[src/rtl/shared_mem_arbiter.sv]
// Round-robin arbiter between NUM_UNITS compute units and the shared vector (port A)
// and matrix (port B) memories. One transaction at a time, every output registered,
// with a busy-timeout watchdog and a sticky error cause.
module shared_mem_arbiter #(
    parameter int unsigned NUM_UNITS = 4,
    parameter int unsigned UID_W     = $clog2(NUM_UNITS),
    parameter int unsigned DATA_W    = 32,
    parameter int unsigned IDX_W     = 4,
    parameter int unsigned VADDR_W   = UID_W + IDX_W,
    parameter int unsigned MROW_W    = 4,
    parameter int unsigned MCOL_W    = 4,
    parameter int unsigned MDATA_W   = 2,
    parameter int unsigned TIMEOUT   = 255
) (
    input  logic                          clk,
    input  logic                          rst,
    input  logic [NUM_UNITS-1:0]          unit_req,
    input  logic [NUM_UNITS*2-1:0]        unit_op,
    input  logic [NUM_UNITS*IDX_W-1:0]    unit_vidx,
    input  logic [NUM_UNITS*MROW_W-1:0]   unit_mrow,
    input  logic [NUM_UNITS*MCOL_W-1:0]   unit_mcol,
    input  logic [NUM_UNITS*DATA_W-1:0]   unit_wdata,
    output logic [NUM_UNITS-1:0]          unit_grant,
    output logic [NUM_UNITS-1:0]          unit_done,
    output logic [NUM_UNITS-1:0]          unit_err,
    output logic [NUM_UNITS*DATA_W-1:0]   unit_rdata,
    output logic [1:0]                    err_code,
    output logic [VADDR_W-1:0]            mem_addr_a,
    output logic                          mem_we_a,
    output logic [DATA_W-1:0]             mem_wdata_a,
    input  logic [DATA_W-1:0]             mem_rdata_a,
    output logic [MROW_W+MCOL_W-1:0]      mem_addr_b,
    output logic                          mem_we_b,
    output logic [MDATA_W-1:0]            mem_wdata_b,
    input  logic [MDATA_W-1:0]            mem_rdata_b,
    input  logic                          mem_busy,
    input  logic [1:0]                    mem_error
);

    localparam int unsigned CNT_W   = $clog2(TIMEOUT + 1);
    localparam int unsigned MADDR_W = MROW_W + MCOL_W;

    localparam logic [1:0] OpLoadV  = 2'b00;
    localparam logic [1:0] OpStoreV = 2'b01;
    localparam logic [1:0] OpLoadM  = 2'b10;
    localparam logic [1:0] OpStoreM = 2'b11;

    localparam logic [1:0] ErrMem     = 2'b01;
    localparam logic [1:0] ErrTimeout = 2'b10;

    typedef enum logic [2:0] {
        StIdle,
        StArb,
        StAccess,
        StWait,
        StDone,
        StError
    } state_e;

    // Per-unit views of the packed request buses
    logic [1:0]         w_op    [NUM_UNITS];
    logic [IDX_W-1:0]   w_vidx  [NUM_UNITS];
    logic [MROW_W-1:0]  w_mrow  [NUM_UNITS];
    logic [MCOL_W-1:0]  w_mcol  [NUM_UNITS];
    logic [DATA_W-1:0]  w_wdata [NUM_UNITS];

    // State and output registers
    state_e               r_state;
    logic [UID_W-1:0]     r_rr_ptr;
    logic [UID_W-1:0]     r_sel;
    logic [1:0]           r_op;
    logic [CNT_W-1:0]     r_cnt;
    logic [NUM_UNITS-1:0] r_grant;
    logic [NUM_UNITS-1:0] r_done;
    logic [NUM_UNITS-1:0] r_err;
    logic [DATA_W-1:0]    r_rdata [NUM_UNITS];
    logic [1:0]           r_err_code;
    logic [VADDR_W-1:0]   r_addr_a;
    logic                 r_we_a;
    logic [DATA_W-1:0]    r_wdata_a;
    logic [MADDR_W-1:0]   r_addr_b;
    logic                 r_we_b;
    logic [MDATA_W-1:0]   r_wdata_b;

    // Next-state values
    state_e               w_state_nxt;
    logic [UID_W-1:0]     w_rr_nxt;
    logic [UID_W-1:0]     w_sel_nxt;
    logic [1:0]           w_op_nxt;
    logic [CNT_W-1:0]     w_cnt_nxt;
    logic [NUM_UNITS-1:0] w_grant_nxt;
    logic [NUM_UNITS-1:0] w_done_nxt;
    logic [NUM_UNITS-1:0] w_err_nxt;
    logic [DATA_W-1:0]    w_rdata_nxt [NUM_UNITS];
    logic [1:0]           w_err_code_nxt;
    logic [VADDR_W-1:0]   w_addr_a_nxt;
    logic                 w_we_a_nxt;
    logic [DATA_W-1:0]    w_wdata_a_nxt;
    logic [MADDR_W-1:0]   w_addr_b_nxt;
    logic                 w_we_b_nxt;
    logic [MDATA_W-1:0]   w_wdata_b_nxt;

    // Round-robin scan results
    logic                 w_found;
    logic [UID_W-1:0]     w_pick;
    logic [UID_W-1:0]     w_scan;
    logic [1:0]           w_pick_op;
    logic [NUM_UNITS-1:0] w_pick_oh;
    logic [NUM_UNITS-1:0] w_sel_oh;

    for (genvar g = 0; g < NUM_UNITS; g++) begin : g_unpack
        assign w_op[g]    = unit_op[g*2 +: 2];
        assign w_vidx[g]  = unit_vidx[g*IDX_W +: IDX_W];
        assign w_mrow[g]  = unit_mrow[g*MROW_W +: MROW_W];
        assign w_mcol[g]  = unit_mcol[g*MCOL_W +: MCOL_W];
        assign w_wdata[g] = unit_wdata[g*DATA_W +: DATA_W];
        assign unit_rdata[g*DATA_W +: DATA_W] = r_rdata[g];
    end

    assign w_pick_op = w_op[w_pick];
    assign w_pick_oh = NUM_UNITS'(1) << w_pick;
    assign w_sel_oh  = NUM_UNITS'(1) << r_sel;

    // Pick the first requester at or after rr_ptr, wrapping modulo NUM_UNITS
    always_comb begin
        w_found = 1'b0;
        w_pick  = '0;
        w_scan  = '0;
        for (int i = 0; i < int'(NUM_UNITS); i++) begin
            w_scan = UID_W'((int'(r_rr_ptr) + i) % int'(NUM_UNITS));
            if (!w_found && unit_req[w_scan]) begin
                w_found = 1'b1;
                w_pick  = w_scan;
            end
        end
    end

    // FSM next-state and next values of every registered output
    always_comb begin
        w_state_nxt    = r_state;
        w_rr_nxt       = r_rr_ptr;
        w_sel_nxt      = r_sel;
        w_op_nxt       = r_op;
        w_cnt_nxt      = r_cnt;
        w_grant_nxt    = r_grant;
        w_done_nxt     = '0;
        w_err_nxt      = '0;
        w_rdata_nxt    = r_rdata;
        w_err_code_nxt = r_err_code;
        w_addr_a_nxt   = r_addr_a;
        w_we_a_nxt     = 1'b0;
        w_wdata_a_nxt  = r_wdata_a;
        w_addr_b_nxt   = r_addr_b;
        w_we_b_nxt     = 1'b0;
        w_wdata_b_nxt  = r_wdata_b;

        unique case (r_state)
            StIdle: begin
                if (|unit_req) begin
                    w_state_nxt = StArb;
                end
            end
            StArb: begin
                if (w_found) begin
                    w_sel_nxt    = w_pick;
                    w_op_nxt     = w_pick_op;
                    w_rr_nxt     = (w_pick == UID_W'(NUM_UNITS - 1)) ? '0 : w_pick + UID_W'(1);
                    w_addr_a_nxt = {w_pick, w_vidx[w_pick]};
                    w_addr_b_nxt = {w_mrow[w_pick], w_mcol[w_pick]};
                    w_grant_nxt  = w_pick_oh;
                    if (w_pick_op == OpStoreV) begin
                        w_we_a_nxt    = 1'b1;
                        w_wdata_a_nxt = w_wdata[w_pick];
                    end
                    if (w_pick_op == OpStoreM) begin
                        w_we_b_nxt    = 1'b1;
                        w_wdata_b_nxt = w_wdata[w_pick][MDATA_W-1:0];
                    end
                    w_state_nxt = StAccess;
                end else begin
                    w_state_nxt = StIdle;
                end
            end
            StAccess: begin
                if (|mem_error) begin
                    w_err_code_nxt = ErrMem;
                    w_err_nxt      = w_sel_oh;
                    w_grant_nxt    = '0;
                    w_state_nxt    = StError;
                end else begin
                    w_cnt_nxt   = '0;
                    w_state_nxt = StWait;
                end
            end
            StWait: begin
                // A memory fault outranks both completion and timeout
                if (|mem_error) begin
                    w_err_code_nxt = ErrMem;
                    w_err_nxt      = w_sel_oh;
                    w_grant_nxt    = '0;
                    w_state_nxt    = StError;
                end else if (!mem_busy) begin
                    if (r_op == OpLoadV) begin
                        w_rdata_nxt[r_sel] = mem_rdata_a;
                    end else if (r_op == OpLoadM) begin
                        w_rdata_nxt[r_sel] = DATA_W'(mem_rdata_b);
                    end
                    w_done_nxt  = w_sel_oh;
                    w_grant_nxt = '0;
                    w_state_nxt = StDone;
                end else if (r_cnt == CNT_W'(TIMEOUT - 1)) begin
                    // This busy cycle is the TIMEOUT-th in a row
                    w_err_code_nxt = ErrTimeout;
                    w_err_nxt      = w_sel_oh;
                    w_grant_nxt    = '0;
                    w_state_nxt    = StError;
                end else begin
                    w_cnt_nxt = r_cnt + CNT_W'(1);
                end
            end
            StDone: begin
                w_state_nxt = StIdle;
            end
            StError: begin
                w_state_nxt = StIdle;
            end
            default: begin
                w_state_nxt = StIdle;
            end
        endcase
    end

    // State and output registers with asynchronous clear
    always_ff @(posedge clk or posedge rst) begin
        if (rst) begin
            r_state    <= StIdle;
            r_rr_ptr   <= '0;
            r_sel      <= '0;
            r_op       <= '0;
            r_cnt      <= '0;
            r_grant    <= '0;
            r_done     <= '0;
            r_err      <= '0;
            for (int i = 0; i < int'(NUM_UNITS); i++) begin
                r_rdata[i] <= '0;
            end
            r_err_code <= '0;
            r_addr_a   <= '0;
            r_we_a     <= 1'b0;
            r_wdata_a  <= '0;
            r_addr_b   <= '0;
            r_we_b     <= 1'b0;
            r_wdata_b  <= '0;
        end else begin
            r_state    <= w_state_nxt;
            r_rr_ptr   <= w_rr_nxt;
            r_sel      <= w_sel_nxt;
            r_op       <= w_op_nxt;
            r_cnt      <= w_cnt_nxt;
            r_grant    <= w_grant_nxt;
            r_done     <= w_done_nxt;
            r_err      <= w_err_nxt;
            r_rdata    <= w_rdata_nxt;
            r_err_code <= w_err_code_nxt;
            r_addr_a   <= w_addr_a_nxt;
            r_we_a     <= w_we_a_nxt;
            r_wdata_a  <= w_wdata_a_nxt;
            r_addr_b   <= w_addr_b_nxt;
            r_we_b     <= w_we_b_nxt;
            r_wdata_b  <= w_wdata_b_nxt;
        end
    end

    assign unit_grant  = r_grant;
    assign unit_done   = r_done;
    assign unit_err    = r_err;
    assign err_code    = r_err_code;
    assign mem_addr_a  = r_addr_a;
    assign mem_we_a    = r_we_a;
    assign mem_wdata_a = r_wdata_a;
    assign mem_addr_b  = r_addr_b;
    assign mem_we_b    = r_we_b;
    assign mem_wdata_b = r_wdata_b;

endmodule

[config.mk]
export PLATFORM = sky130hd
export DESIGN_NAME = shared_mem_arbiter
export DESIGN_NICKNAME = d
export VERILOG_FILES = /design/src/rtl/shared_mem_arbiter.sv
export SDC_FILE = /design/constraint.sdc
export NUM_CORES = 1
export LEC_CHECK = 0
export ABC_AREA = 1
export CORE_AREA = 2 2 164 166
export CTS_CLUSTER_SIZE = 25
export DETAILED_ROUTE_END_ITERATION = 8
export DIE_AREA = 0 0 166 168
export HOLD_SLACK_MARGIN = 0.1
export PLACE_DENSITY = 0.83
export SYNTH_ARGS = -nofsm -noshare
export SYNTH_HDL_FRONTEND = slang
export SYNTH_SLANG_ARGS = --single-unit
[constraint.sdc]
create_clock -name clk -period 16.7 [get_ports clk]
set_clock_uncertainty 0.2 [all_clocks]
set_input_delay 2.505 -clock clk [delete_from_list [all_inputs] [get_ports clk]]
set_output_delay 2.505 -clock clk [all_outputs]
set_load 0.02 [all_outputs]
# Yosys cells after proc, flatten, opt, wreduce, memory -nomap -nowiden
# Cells that the tools add are included.
[word_totals] reg_bits=209 input_bits=227 wordCells=152
[classes] add_sub_neg=5 order_cmp=7 n_eq_ne=18 shift=2 n_mux=75 bitwise_logic=4 n_reduce_logical=22
[ops] op="128-bit bitwise mux" count=2
[ops] op="128-bit two-way mux" count=2
[ops] op="32-bit two-way mux" count=3
[ops] op="4-bit two-way mux" count=18
[ops] op="32-bit binary-select mux with 2-bit select" count=1
[ops] op="32-bit demux with 2-bit select" count=1
[ops] op="8-bit two-way mux" count=4
[ops] op="4-bit binary-select mux with 2-bit select" count=3
[ops] op="2-bit two-way mux" count=12
[ops] op="8-bit one-hot mux with 2 select lines" count=1
[ops] op="3-bit two-way mux" count=5
[ops] op="1-bit two-way mux" count=14
[ops] op="2-bit inequality test (second input constant)" count=7
[ops] op="2-bit by 3-bit < comparator with 1-bit output (second input constant)" count=4
[ops] op="3-bit one-hot mux with 4 select lines" count=1
[ops] op="4-bit one-hot mux with 3 select lines" count=1
[ops] op="4-bit AND reduction" count=3
[ops] op="8-bit by 1-bit adder with 8-bit output (second input constant)" count=1
[ops] op="1-bit binary-select mux with 2-bit select" count=4
[ops] op="8-bit == test (second input constant)" count=1
[ops] op="4-bit one-hot mux with 2 select lines" count=1
[ops] op="1-bit by 2-bit left shift with 4-bit output (first input constant)" count=2
[ops] op="2-bit == test (second input constant)" count=3
[ops] op="3-bit by 2-bit == test with 1-bit output (second input constant)" count=2
[ops] op="other kinds (23)" count=37

# Depth between registers and ports, before layout
# Gate-level depths: netlist of the first run.
[logic_depth] ltp_word=20 mapped_depth=18 depth_no_buf=16

# Least setup slack after synthesis of the first run
# No wires, ideal clock.
[synth_path] path_kind="input -> register" from="input port unit_req[3]" to="register r_rr_ptr[1]" arrival_time_ns=3.872 t_required_ns=16.372 setup_slack_ns=12.501 path_stages=13 n_path_buf=2 path_cell_list="inv_1 nand2_1 nand3_1 nand2_2 inv_2 nand3_2 nand3_4 buf_4 inv_2 buf_4 ha_1 nand2_1 o21ai_0"
[synth_via] elab_chain_cells=14
[synth_rtl] item="start, declared" line="17" text="input logic [NUM_UNITS-1:0] unit_req,"
[synth_rtl] item="1-bit binary-select mux with 2-bit select" line="131" text="if (!w_found && unit_req[w_scan]) begin"
[synth_rtl] item="1-bit two-way mux (implied by the code)" line="131"
[synth_rtl] item="1-bit two-way mux" line="131"
[synth_rtl] item="1-bit zero test" line="131"
[synth_rtl] item="1-bit logical AND" line="131"
[synth_rtl] item="1-bit two-way mux" line="131"
[synth_rtl] item="1-bit zero test" line="131"
[synth_rtl] item="1-bit logical AND" line="131"
[synth_rtl] item="1-bit two-way mux" line="131"
[synth_rtl] item="1-bit zero test" line="131"
[synth_rtl] item="1-bit logical AND" line="131"
[synth_rtl] item="2-bit two-way mux *" line="131"
[synth_rtl] item="net w_pick[0]" line="105" text="logic [UID_W-1:0] w_pick;"
[synth_rtl] item="2-bit by 1-bit adder with 2-bit output or 2-bit == test (tied branches)" line="167" text="w_rr_nxt = (w_pick == UID_W'(NUM_UNITS - 1)) ? '0 : w_pick + UID_W'(1);"
[synth_rtl] item="2-bit two-way mux *" line="167"
[synth_rtl] item="end signal, assigned" line="256" text="r_rr_ptr <= w_rr_nxt;"
[synth_rtl] item="end, declared" line="69" text="logic [UID_W-1:0] r_rr_ptr;"
# The timed path passes the listed nets; every way through them passes the cells marked *. The select of a mux whose other input is x is not followed.
# A chain may end at the register's enable or synchronous reset.

# Worst setup path in the final report of the first run
[layout_path] from="input port unit_req[3]" to="register r_wdata_a[0] (netlist: mem_wdata_a[0])"
[layout_via] elab_chain_cells=18
[layout_rtl] item="1-bit binary-select mux with 2-bit select" line="131"
[layout_rtl] item="1-bit two-way mux (implied by the code)" line="131"
[layout_rtl] item="1-bit two-way mux" line="131"
[layout_rtl] item="1-bit zero test" line="131"
[layout_rtl] item="1-bit logical AND" line="131"
[layout_rtl] item="1-bit two-way mux" line="131"
[layout_rtl] item="1-bit zero test" line="131"
[layout_rtl] item="1-bit logical AND" line="131"
[layout_rtl] item="1-bit two-way mux" line="131"
[layout_rtl] item="1-bit zero test" line="131"
[layout_rtl] item="1-bit logical AND" line="131"
[layout_rtl] item="2-bit two-way mux" line="131"
[layout_rtl] item="2-bit inverter with 3-bit output (implied by the code)" line="120, 173"
[layout_rtl] item="2-bit binary-select mux with 2-bit select" line="120" text="assign w_pick_op = w_op[w_pick];"
[layout_rtl] item="2-bit two-way mux (implied by the code) (2 in series)" line="120"
[layout_rtl] item="2-bit by 1-bit == test with 1-bit output" line="171" text="if (w_pick_op == OpStoreV) begin"
[layout_rtl] item="3-bit AND reduction (no line)"
[layout_rtl] item="end signal, assigned" line="267" text="r_wdata_a <= w_wdata_a_nxt;"
[layout_rtl] item="end, declared" line="80" text="logic [DATA_W-1:0] r_wdata_a;"
# Several ways; a longest one is shown, not always the timed one. The select of a mux whose other input is x is not followed.

==> results of run 1 <==
## layer usage
metal  wire length [um]  global-route usage
met1              13990              0.3107
met2              17100              0.4184
met3               3048             0.05501
met4               1195             0.07977
met5                  0                   0
## layout by cell type (no fill, tap or decap), types with 6 or more instances in the layout
| cell | count |
|---|---|
| nand2_2 | 7 |
| o21ai_0 | 150 |
| nor2_1 | 27 |
| clkdlybuf4s50_1 | 418 |
| nand4_1 | 73 |
| o211ai_1 | 13 |
| clkbuf_16 | 23 |
| ha_1 | 6 |
| buf_4 | 8 |
| nand2_1 | 540 |
| dfrtp_1 | 207 |
| inv_1 | 110 |
| nand3_1 | 77 |
## worst min path at each step
stage	from	end	slack (ns)	cells past startpoint
2_1_floorplan	r_op[1]	r_op[1]	0.25	2
3_3_place_gp	mem_wdata_b[0]	mem_wdata_b[0]	0.26	2
3_5_place_dp	mem_wdata_b[0]	mem_wdata_b[0]	0.26	2
4_1_cts	mem_wdata_a[7]	mem_wdata_a[7]	0.28	2
5_1_grt	unit_rdata[49]	unit_rdata[49]	0.30	2
6_report	mem_wdata_a[7]	mem_wdata_a[7]	0.27	2
## per-stage QoR
stage | std cells | util | instance area, sq um | setup slack, ns
detailed placement | 2013 | 0.5491 | 14470 | 10.12
global placement | 2013 | 0.5491 | 14470 | 10.31
global route | 2054 | 0.5772 | 15210 | 10.15
CTS | 2053 | 0.5771 | 15210 | 10.64
finish | 2054 | 0.5772 | 15210 | 10.63
floorplan | 1326 | - | 10190 | 8.343
## power groups by stage
| stage | clock, mW | combinational, mW | sequential (mW) |
|---|---|---|---|
| 6_report | 0.494 | 1.48 | 0.728 |
| 5_1_grt | 0.522 | 1.63 | 0.743 |
| 4_1_cts | 0.501 | 1.48 | 0.728 |
| 3_5_place_dp | 0 | 1.48 | 0.734 |
| 3_3_place_gp | 0 | 1.45 | 0.731 |
| 2_1_floorplan | 0 | 0.833 | 0.859 |
## worst register-to-register path: stages (launching register included)
cell     delay, ns
dfrtp_1       0.58
inv_4         0.13
nand2_1       0.10
nand2_2       0.09
nand2_2       0.08
nand2_1       0.06
nor2_2        0.12
nand3_1       0.09
nand3_2       0.08
nand2_2       0.48
inv_2         0.77
nand3_1       0.19
nand2_2       0.55
nand2_4       0.37
nand2_1       0.17
nand2_1       0.08
## kinds of logic (layout without fill, tap and decap cells)
logic type,Yosys count,in the layout,synth area share
AOI/OAI and AO/OA,170,170,0.08775
and+or+nand+nor,740,740,0.3083
adders and majority gates,6,6,0.007364
xor gates and xnor gates,4,4,0.003437
muxes,2,2,0.001964
other,0,1,0
DFF,207,207,0.5081
buffers and inverters,197,583,0.08309
## final cells by class
cell class,count,area (sq um)
Multi-Input combinational cell,922,4170
Sequential cell,207,5180
Clock buffer,29,638.1
Clock inverter,11,98.84
Fill cell,2289,11140
Antenna cell,1,2.502
Tap cell,341,426.7
Inverter,117,449.2
Timing Repair Buffer,426,4244
## registers in the layout, indices dropped and copies added (netlist names)
| signal | cells |
|---|---|
| unit_rdata | 128 |
| unit_done | 4 |
| err_code | 2 |
| r_rr_ptr | 2 |
| unit_grant | 4 |
| mem_wdata_b | 2 |
| r_state | 3 |
| mem_addr_a | 4 |
| mem_addr_b | 8 |
| mem_we_a | 1 |
| r_op | 2 |
| mem_we_b | 1 |
| unit_err | 4 |
| r_sel | 2 |
| r_cnt | 8 |
| mem_wdata_a | 32 |
==> out/qor.txt, run 1 <==
Buffers on Ports -> 418
GPL Wtd Cong -> 0.8855
Netlist cell types -> 36
Yosys warnings -> 0
Root Buffer -> clkbuf_16
Detailed Place HPWL -> 25470 um
post-CTS sizing -> 0
status -> finished, final reports clean
largest net degree at the start of global routing -> 131
Max Fclk -> 164.6 MHz
Tot GR Track Use -> 0.2453
worst endpoint required time -> 16.88 ns
Initial Util -> 0.3869
CP max stage cell -> inv_2
die area -> 27890 sq um
Iteration-0 DRC Markers -> 993
Final Hold Fails -> 0
Rows -> 60
crit-path max FO -> 40
post-synth top area cell -> dfrtp_1
boundary pin count -> 419
Post-synth ARST share -> 1.000
delay-heaviest family, CP -> simple AND/OR/NAND/NOR gates
Hold Crit Class -> reg2reg
PD cells -> 177.3 nW/um^2
DR WL/cell -> 17.20 um
latest clock arrival within the worst-skew pair -> 0.51 ns
crit-path max cell delay -> 0.76 ns
first-pass GRT wire length -> 55390 um
Max-Cap Viols -> 0
VDD IR max -> 155.5 uV
Startpoint Class -> primary input
crit end category -> flip-flop
core area -> 26350 sq um
count leader, synth -> nand2_1
# hold bufs at CTS -> 0
Vias per Instance -> 5.102
EDFF count, synth -> 0
Logic pwr share -> 0.547
worst reg2reg path startpoint -> r_rr_ptr[0]
final worst path period share -> 0.3637
GRT overflow -> 0
Post-synth top cells -> nand2_1 (540), dfrtp_1 (207), o21ai_0 (150)
switching part of the total -> 0.4659
clock power share -> 0.183
Worst R2R Path Depth -> 15
Internal -> 1.440 mW
worst rel slew slack -> 0.1900
Synth Instances -> 1326
Final Setup Violations -> 0
Sw Pwr -> 1.256 mW
Critical Path AT -> 6.25 ns
sequential share of the synthesized area -> 0.5081
flop2flop setup slack -> 12.44 ns
crit-path cells -> clkdlybuf4s50_1 -> inv_1 -> nand2_1 -> nand3_1 -> nand2_2 -> nor2_2 -> nand3_1 -> nand3_2 -> nand2_2 -> inv_2 -> nand3_1 -> nand2_2 -> nand2_4 -> nand2_1 -> nand2_1
min cycle time layout -> 6.074 ns
drt pass-1 iters -> 7
worst r2r dst -> mem_wdata_a[0]
Longest Clk Path Bufs -> 3
post-synthesis cell area -> 10190 sq um
ys flop type -> dfrtp_1
CP bufs+invs -> 3
Slew @ Worst Pin -> 1.207 ns
crit path from -> unit_req[3]
drt total wl -> 35340 um
clk slew on worst S/H paths -> 0.06 ns
# Post-CTS Setup Buffers -> 0
# DRC -> 0
chip width -> 166 um
share of the synthesized area in the top cell type -> 0.5081
CP Depth -> 15
die height -> 168 um
final setup TNS -> 0 ns
antenna-violating nets left -> 0
Critical Path Sink -> mem_wdata_a[0]
RSZ-0062 raised after global routing -> no
Nets -> 1930
total number of vias -> 10480
Synth area leaders -> dfrtp_1 (51%), nand2_1 (20%), o21ai_0 (7.4%)
antenna violations before repair -> 1
total CTS buffers -> 23
Layout area overhead -> 49.19%
P_leak -> 7.266 nW
share of cells above drive strength 1 -> 0.03972
Yosys reg bits -> 207
H-tree levels -> 1
CTS tree -> built
Hold Slack -> 0.2733 ns
CTS Sinks -> 207
number of global-route vias before repair -> 10170
Power Total -> 2.697 mW
Mean Syn Cell Area -> 7.688 sq um
Reg power frac -> 0.270
crit path kind -> in2reg
Mapped Nets -> 1559
max-slew violations -> 0
No activity file was read; power rests on OpenSTA's default activity.
==> run 2: changes to the inputs <==
--- a/config.mk
+++ b/config.mk
@@ -6,12 +6,12 @@
 export NUM_CORES = 1
 export LEC_CHECK = 0
 export ABC_AREA = 1
-export CORE_AREA = 2 2 164 166
+export CORE_MARGIN = 1.5
+export CORE_UTILIZATION = 39
 export CTS_CLUSTER_SIZE = 25
 export DETAILED_ROUTE_END_ITERATION = 8
-export DIE_AREA = 0 0 166 168
 export HOLD_SLACK_MARGIN = 0.1
-export PLACE_DENSITY = 0.83
+export PLACE_DENSITY = 0.86
 export SYNTH_ARGS = -nofsm -noshare
 export SYNTH_HDL_FRONTEND = slang
 export SYNTH_SLANG_ARGS = --single-unit
==> constraint.sdc (replaced) <==
create_clock -name clk -period 5.25 [get_ports clk]
set_clock_uncertainty 0.2 [all_clocks]
set_input_delay 0.7875 -clock clk [delete_from_list [all_inputs] [get_ports clk]]
set_output_delay 0.7875 -clock clk [all_outputs]
set_load 0.02 [all_outputs]
==> out/qor.txt, run 2 (synthesized netlist as in run 1, its figures left out) <==
status -> finished, final reports clean
Startpoint Class -> primary input
Initial Util -> 0.4014
first-pass GRT wire length -> 55130 um
die height -> 164.7 um
H-tree levels -> 1
Placed Cells -> 2007
PD cells -> 566.3 nW/um^2
core area -> 25400 sq um
min cycle time layout -> 3.748 ns
Tot GR Track Use -> 0.2610
final worst path period share -> 0.7139
# hold bufs at CTS -> 0
WHS Path Cells -> 2
crit-path max FO -> 34
Detailed Place HPWL -> 26730 um
max-slew violations -> 0
VDD IR max -> 497.0 uV
number of global-route vias before repair -> 10010
clk slew on worst S/H paths -> 0.07 ns
Power Total -> 8.654 mW
crit end category -> flip-flop
boundary pin count -> 419
Logic pwr share -> 0.545
P_leak -> 7.313 nW
Sw Pwr -> 3.995 mW
most frequent cells in the layout -> nand2_1 (540), clkdlybuf4s50_1 (418), dfrtp_1 (207), o21ai_0 (150), inv_1 (110)
latest clock arrival within the worst-skew pair -> 0.50 ns
worst r2r dst -> mem_wdata_a[22]
flip-flop count of the largest register after layout -> 128
total number of vias -> 10540
drt pass-1 iters -> 6
WHS Endpoint -> mem_wdata_a[3]
Hold Crit Class -> reg2reg
DR WL/cell -> 17.66 um
# Post-CTS Setup Buffers -> 0
Buffers on Ports -> 418
Internal -> 4.660 mW
die area -> 27120 sq um
antenna-violating nets left -> 0
Iteration-0 DRC Markers -> 893
Layout area overhead -> 49.91%
CTS Sinks -> 207
chip width -> 164.7 um
crit path kind -> in2reg
largest net degree at the start of global routing -> 90
DP Area -> 14520 sq um
Vias per Instance -> 5.142
clock power share -> 0.187
GRT overflow -> 0
fin area -> 15280 sq um
CTS tree -> built
worst reg2reg path startpoint -> r_rr_ptr[0]
Worst R2R Path Depth -> 15
Root Buffer -> clkbuf_16
Layout fillers -> 2166
Layout Cells excl Fill -> 2050
share of cells above drive strength 1 -> 0.04310
drt total wl -> 36210 um
Longest Clk Path Bufs -> 3
Nets -> 1934
flop2flop setup slack -> 1.58 ns
# DRC -> 0
switching part of the total -> 0.4616
Critical Path AT -> 3.94 ns
Reg power frac -> 0.268
final setup TNS -> 0 ns
RSZ-0062 raised after global routing -> no
Rows -> 58
commonest non-fill, non-tap cell in the layout -> nand2_1
Final Setup Violations -> 0
worst endpoint required time -> 5.44 ns
post-CTS sizing -> 0
GPL Wtd Cong -> 0.9402
Final Hold Fails -> 0
worst hold start -> mem_wdata_a[3]
Hold Slack -> 0.2743 ns
Max Fclk -> 266.8 MHz
worst rel slew slack -> 0.2995
Slew @ Worst Pin -> 1.050 ns
antenna violations before repair -> 1
Max-Cap Viols -> 0
total CTS buffers -> 22
## run 2: worst max path at each step
stage	to	startpoint	slack [ns]	cells past startpoint
finish	mem_wdata_a[22]	unit_req[0]	1.50	16
global route	mem_wdata_a[22]	unit_req[2]	1.17	16
CTS	mem_wdata_a[22]	unit_req[0]	1.51	16
detailed placement	mem_wdata_a[22]	unit_req[0]	1.00	16
global placement	mem_wdata_a[17]	unit_req[0]	1.16	16
floorplan	err_code[0]	rst	1.58	1
## run 2: worst max-delay path, cell delays in order
cell and delay (ns):
clkdlybuf4s50_1 0.50, inv_1 0.08, nand2_1 0.06, nand2_1 0.06, nand2_1 0.06, nand2_1 0.05
nand2_1 0.08, nand2_1 0.07, nand2_2 0.42, nand3_4 0.34, nand2_1 0.20, nand3_2 0.08
nand2_2 0.52, nand2_4 0.36, nand2_1 0.18, nand2_1 0.07
## run 2: metrics by stage
step             util  setup WS [ns]
6_report       0.6017          1.502
3_5_place_dp   0.5715          1.002
4_1_cts        0.6014          1.512
3_3_place_gp   0.5715          1.157
5_1_grt        0.6015          1.169
2_1_floorplan       -          1.576
## run 2: routing by layer
layer,up-vias,GRT usage,part of all wire
met5,-,0,0
met4,0,0.1007,0.034
met3,65,0.06328,0.093
met2,471,0.4458,0.49
met1,4988,0.3173,0.38
li1,5018,-,-
## run 2: layout make-up
type                       count  area, sq um  area share
sequential                   207         5180      0.3389
tap                          330        412.9     0.02702
clock inverter                15        178.9     0.01171
antenna                        3        7.507   0.0004912
multi-input combinational    922         4170      0.2729
clock buffer                  25        581.8     0.03807
inverter                     117        445.4     0.02914
timing repair buffer         431         4307      0.2818
## run 2: power by group through the flow
stage	clock network (mW)	logic, mW	registers (mW)
2_1_floorplan	0	2.65	2.73
3_3_place_gp	0	4.62	2.33
3_5_place_dp	0	4.71	2.33
4_1_cts	1.65	4.73	2.31
5_1_grt	1.72	5.22	2.36
6_report	1.62	4.72	2.32
==> run 3: changes to the inputs <==
--- a/config.mk
+++ b/config.mk
@@ -6,12 +6,12 @@
 export NUM_CORES = 1
 export LEC_CHECK = 0
 export ABC_AREA = 1
-export CORE_MARGIN = 1.5
-export CORE_UTILIZATION = 39
+export CORE_AREA = 2 2 165 167
 export CTS_CLUSTER_SIZE = 25
 export DETAILED_ROUTE_END_ITERATION = 8
+export DIE_AREA = 0 0 167 169
 export HOLD_SLACK_MARGIN = 0.1
-export PLACE_DENSITY = 0.86
+export PLACE_DENSITY = 0.82
 export SYNTH_ARGS = -nofsm -noshare
 export SYNTH_HDL_FRONTEND = slang
 export SYNTH_SLANG_ARGS = --single-unit
==> constraint.sdc (replaced) <==
create_clock -name clk -period 3.61 [get_ports clk]
set_clock_uncertainty 0.2 [all_clocks]
set_input_delay 0.5415 -clock clk [delete_from_list [all_inputs] [get_ports clk]]
set_output_delay 0.5415 -clock clk [all_outputs]
set_load 0.02 [all_outputs]
==> out/qor.txt, run 3 (synthesized netlist as in run 1, its figures left out) <==
Vias per Instance -> 5.158
total CTS buffers -> 22
Nets -> 1941
clk slew on worst S/H paths -> 0.06 ns
CTS tree -> built
Startpoint Class -> flip-flop
H-tree levels -> 1
min cycle time layout -> 3.027 ns
RSZ-0062 raised after global routing -> no
Final WS setup -> 0.5828 ns
Critical Path AT -> 3.26 ns
die height -> 169 um
crit path kind -> reg2reg
final setup TNS -> 0 ns
total number of vias -> 10670
status -> finished, final reports clean
share of cells above drive strength 1 -> 0.04466
crit-path max FO -> 33
Worst R2R Path Depth -> 16
boundary pin count -> 419
PD cells -> 831.5 nW/um^2
commonest non-fill, non-tap cell in the layout -> nand2_1
Final Hold Fails -> 0
first-pass GRT wire length -> 55710 um
Max Fclk -> 330.3 MHz
P_leak -> 7.365 nW
worst rel slew slack -> 0.3190
final worst path period share -> 0.8386
worst endpoint required time -> 3.84 ns
Root Buffer -> clkbuf_16
VDD IR max -> 685.9 uV
most frequent cells in the layout -> nand2_1 (540), clkdlybuf4s50_1 (418), dfrtp_1 (207), o21ai_0 (150), inv_1 (110)
Hold Crit Class -> in2async
Detailed Place HPWL -> 26580 um
Buffers on Ports -> 418
crit end category -> flip-flop
Longest Clk Path Bufs -> 3
Max-Cap Viols -> 0
DR WL/cell -> 17.33 um
Layout area overhead -> 51.08%
Final Setup Violations -> 0
die area -> 28220 sq um
drt pass-1 iters -> 6
Iteration-0 DRC Markers -> 866
antenna-violating nets left -> 0
Tot GR Track Use -> 0.2456
chip width -> 167 um
Initial Util -> 0.3847
post-CTS sizing -> 0
# DRC -> 0
latest clock arrival within the worst-skew pair -> 0.52 ns
GRT overflow -> 0
core area -> 26500 sq um
GPL Wtd Cong -> 0.8835
drt total wl -> 35840 um
number of global-route vias before repair -> 10090
pre-CTS setup slack -> 0.3025 ns
flip-flop count of the largest register after layout -> 128
# hold bufs at CTS -> 0
Slew @ Worst Pin -> 1.022 ns
antenna violations before repair -> 3
Hold Slack -> 0.2046 ns
CTS Sinks -> 207
# Post-CTS Setup Buffers -> 0
max-slew violations -> 0
Rows -> 60
largest net degree at the start of global routing -> 96
==> run 3: final cells by class <==
| class | count | area (sq um) |
|---|---|---|
| fill | 2307 | 11100 |
| sequential | 207 | 5180 |
| timing repair buffer | 438 | 4372 |
| multi-input combinational | 922 | 4170 |
| clock buffer | 30 | 610.6 |
| inverter | 117 | 445.4 |
| tap | 341 | 426.7 |
| clock inverter | 10 | 190.2 |
| antenna | 3 | 7.507 |
==> run 3: worst max-delay path: stages, from the launching register on <==
cell	delay (ns)
dfrtp_1	0.59
inv_4	0.13
nand2_1	0.10
nand2_2	0.10
nand2_1	0.07
nand2_1	0.05
nand2_1	0.08
nand2_1	0.07
nand2_2	0.26
nand3_4	0.25
nand2_1	0.13
nand2_1	0.05
nand2_1	0.12
nand2_4	0.19
nand2_4	0.35
nand2_1	0.10
nand2_1	0.08
==> run 3: where the power goes <==
part / leakage, nW / switching [mW] / internal, mW
Combinational: 4.18 / 4.41 / 2.54
Clock: 0.392 / 0.935 / 1.55
Sequential: 2.79 / 0.436 / 2.94
Total: 7.36 / 5.78 / 7.03
==> run 3: per-layer routing <==
| metal | vias to the layer above | GRT usage | part of all wire |
|---|---|---|---|
| li1 | 5034 | - | - |
| met1 | 5025 | 0.3184 | 0.40 |
| met2 | 550 | 0.4122 | 0.49 |
| met3 | 57 | 0.05284 | 0.088 |
| met4 | 0 | 0.07796 | 0.024 |
| met5 | - | 0 | 0 |
==> run 3: final timing paths <==
check | startpoint | slack [ns] | end
max | r_rr_ptr[0] | 0.58 | mem_wdata_a[25]
min | rst | 0.20 | unit_rdata[54]
max in group asynchronous | rst | 2.12 | mem_wdata_b[0]
min in group clk | mem_wdata_a[5] | 0.27 | mem_wdata_a[5]
min reg2reg | mem_wdata_a[5] | 0.27 | mem_wdata_a[5]
max reg2reg | r_rr_ptr[0] | 0.58 | mem_wdata_a[25]
==> run 3: through the flow <==
step           cells  power, mW    util  area (sq um)
2_1_floorplan   1326      7.829       -         10200
3_3_place_gp    2025      10.17  0.5507         14590
3_5_place_dp    2025      10.33  0.5507         14590
4_1_cts         2065      12.86  0.5809         15390
5_1_grt         2068      13.75  0.5812         15400
6_report        2068      12.81  0.5812         15400
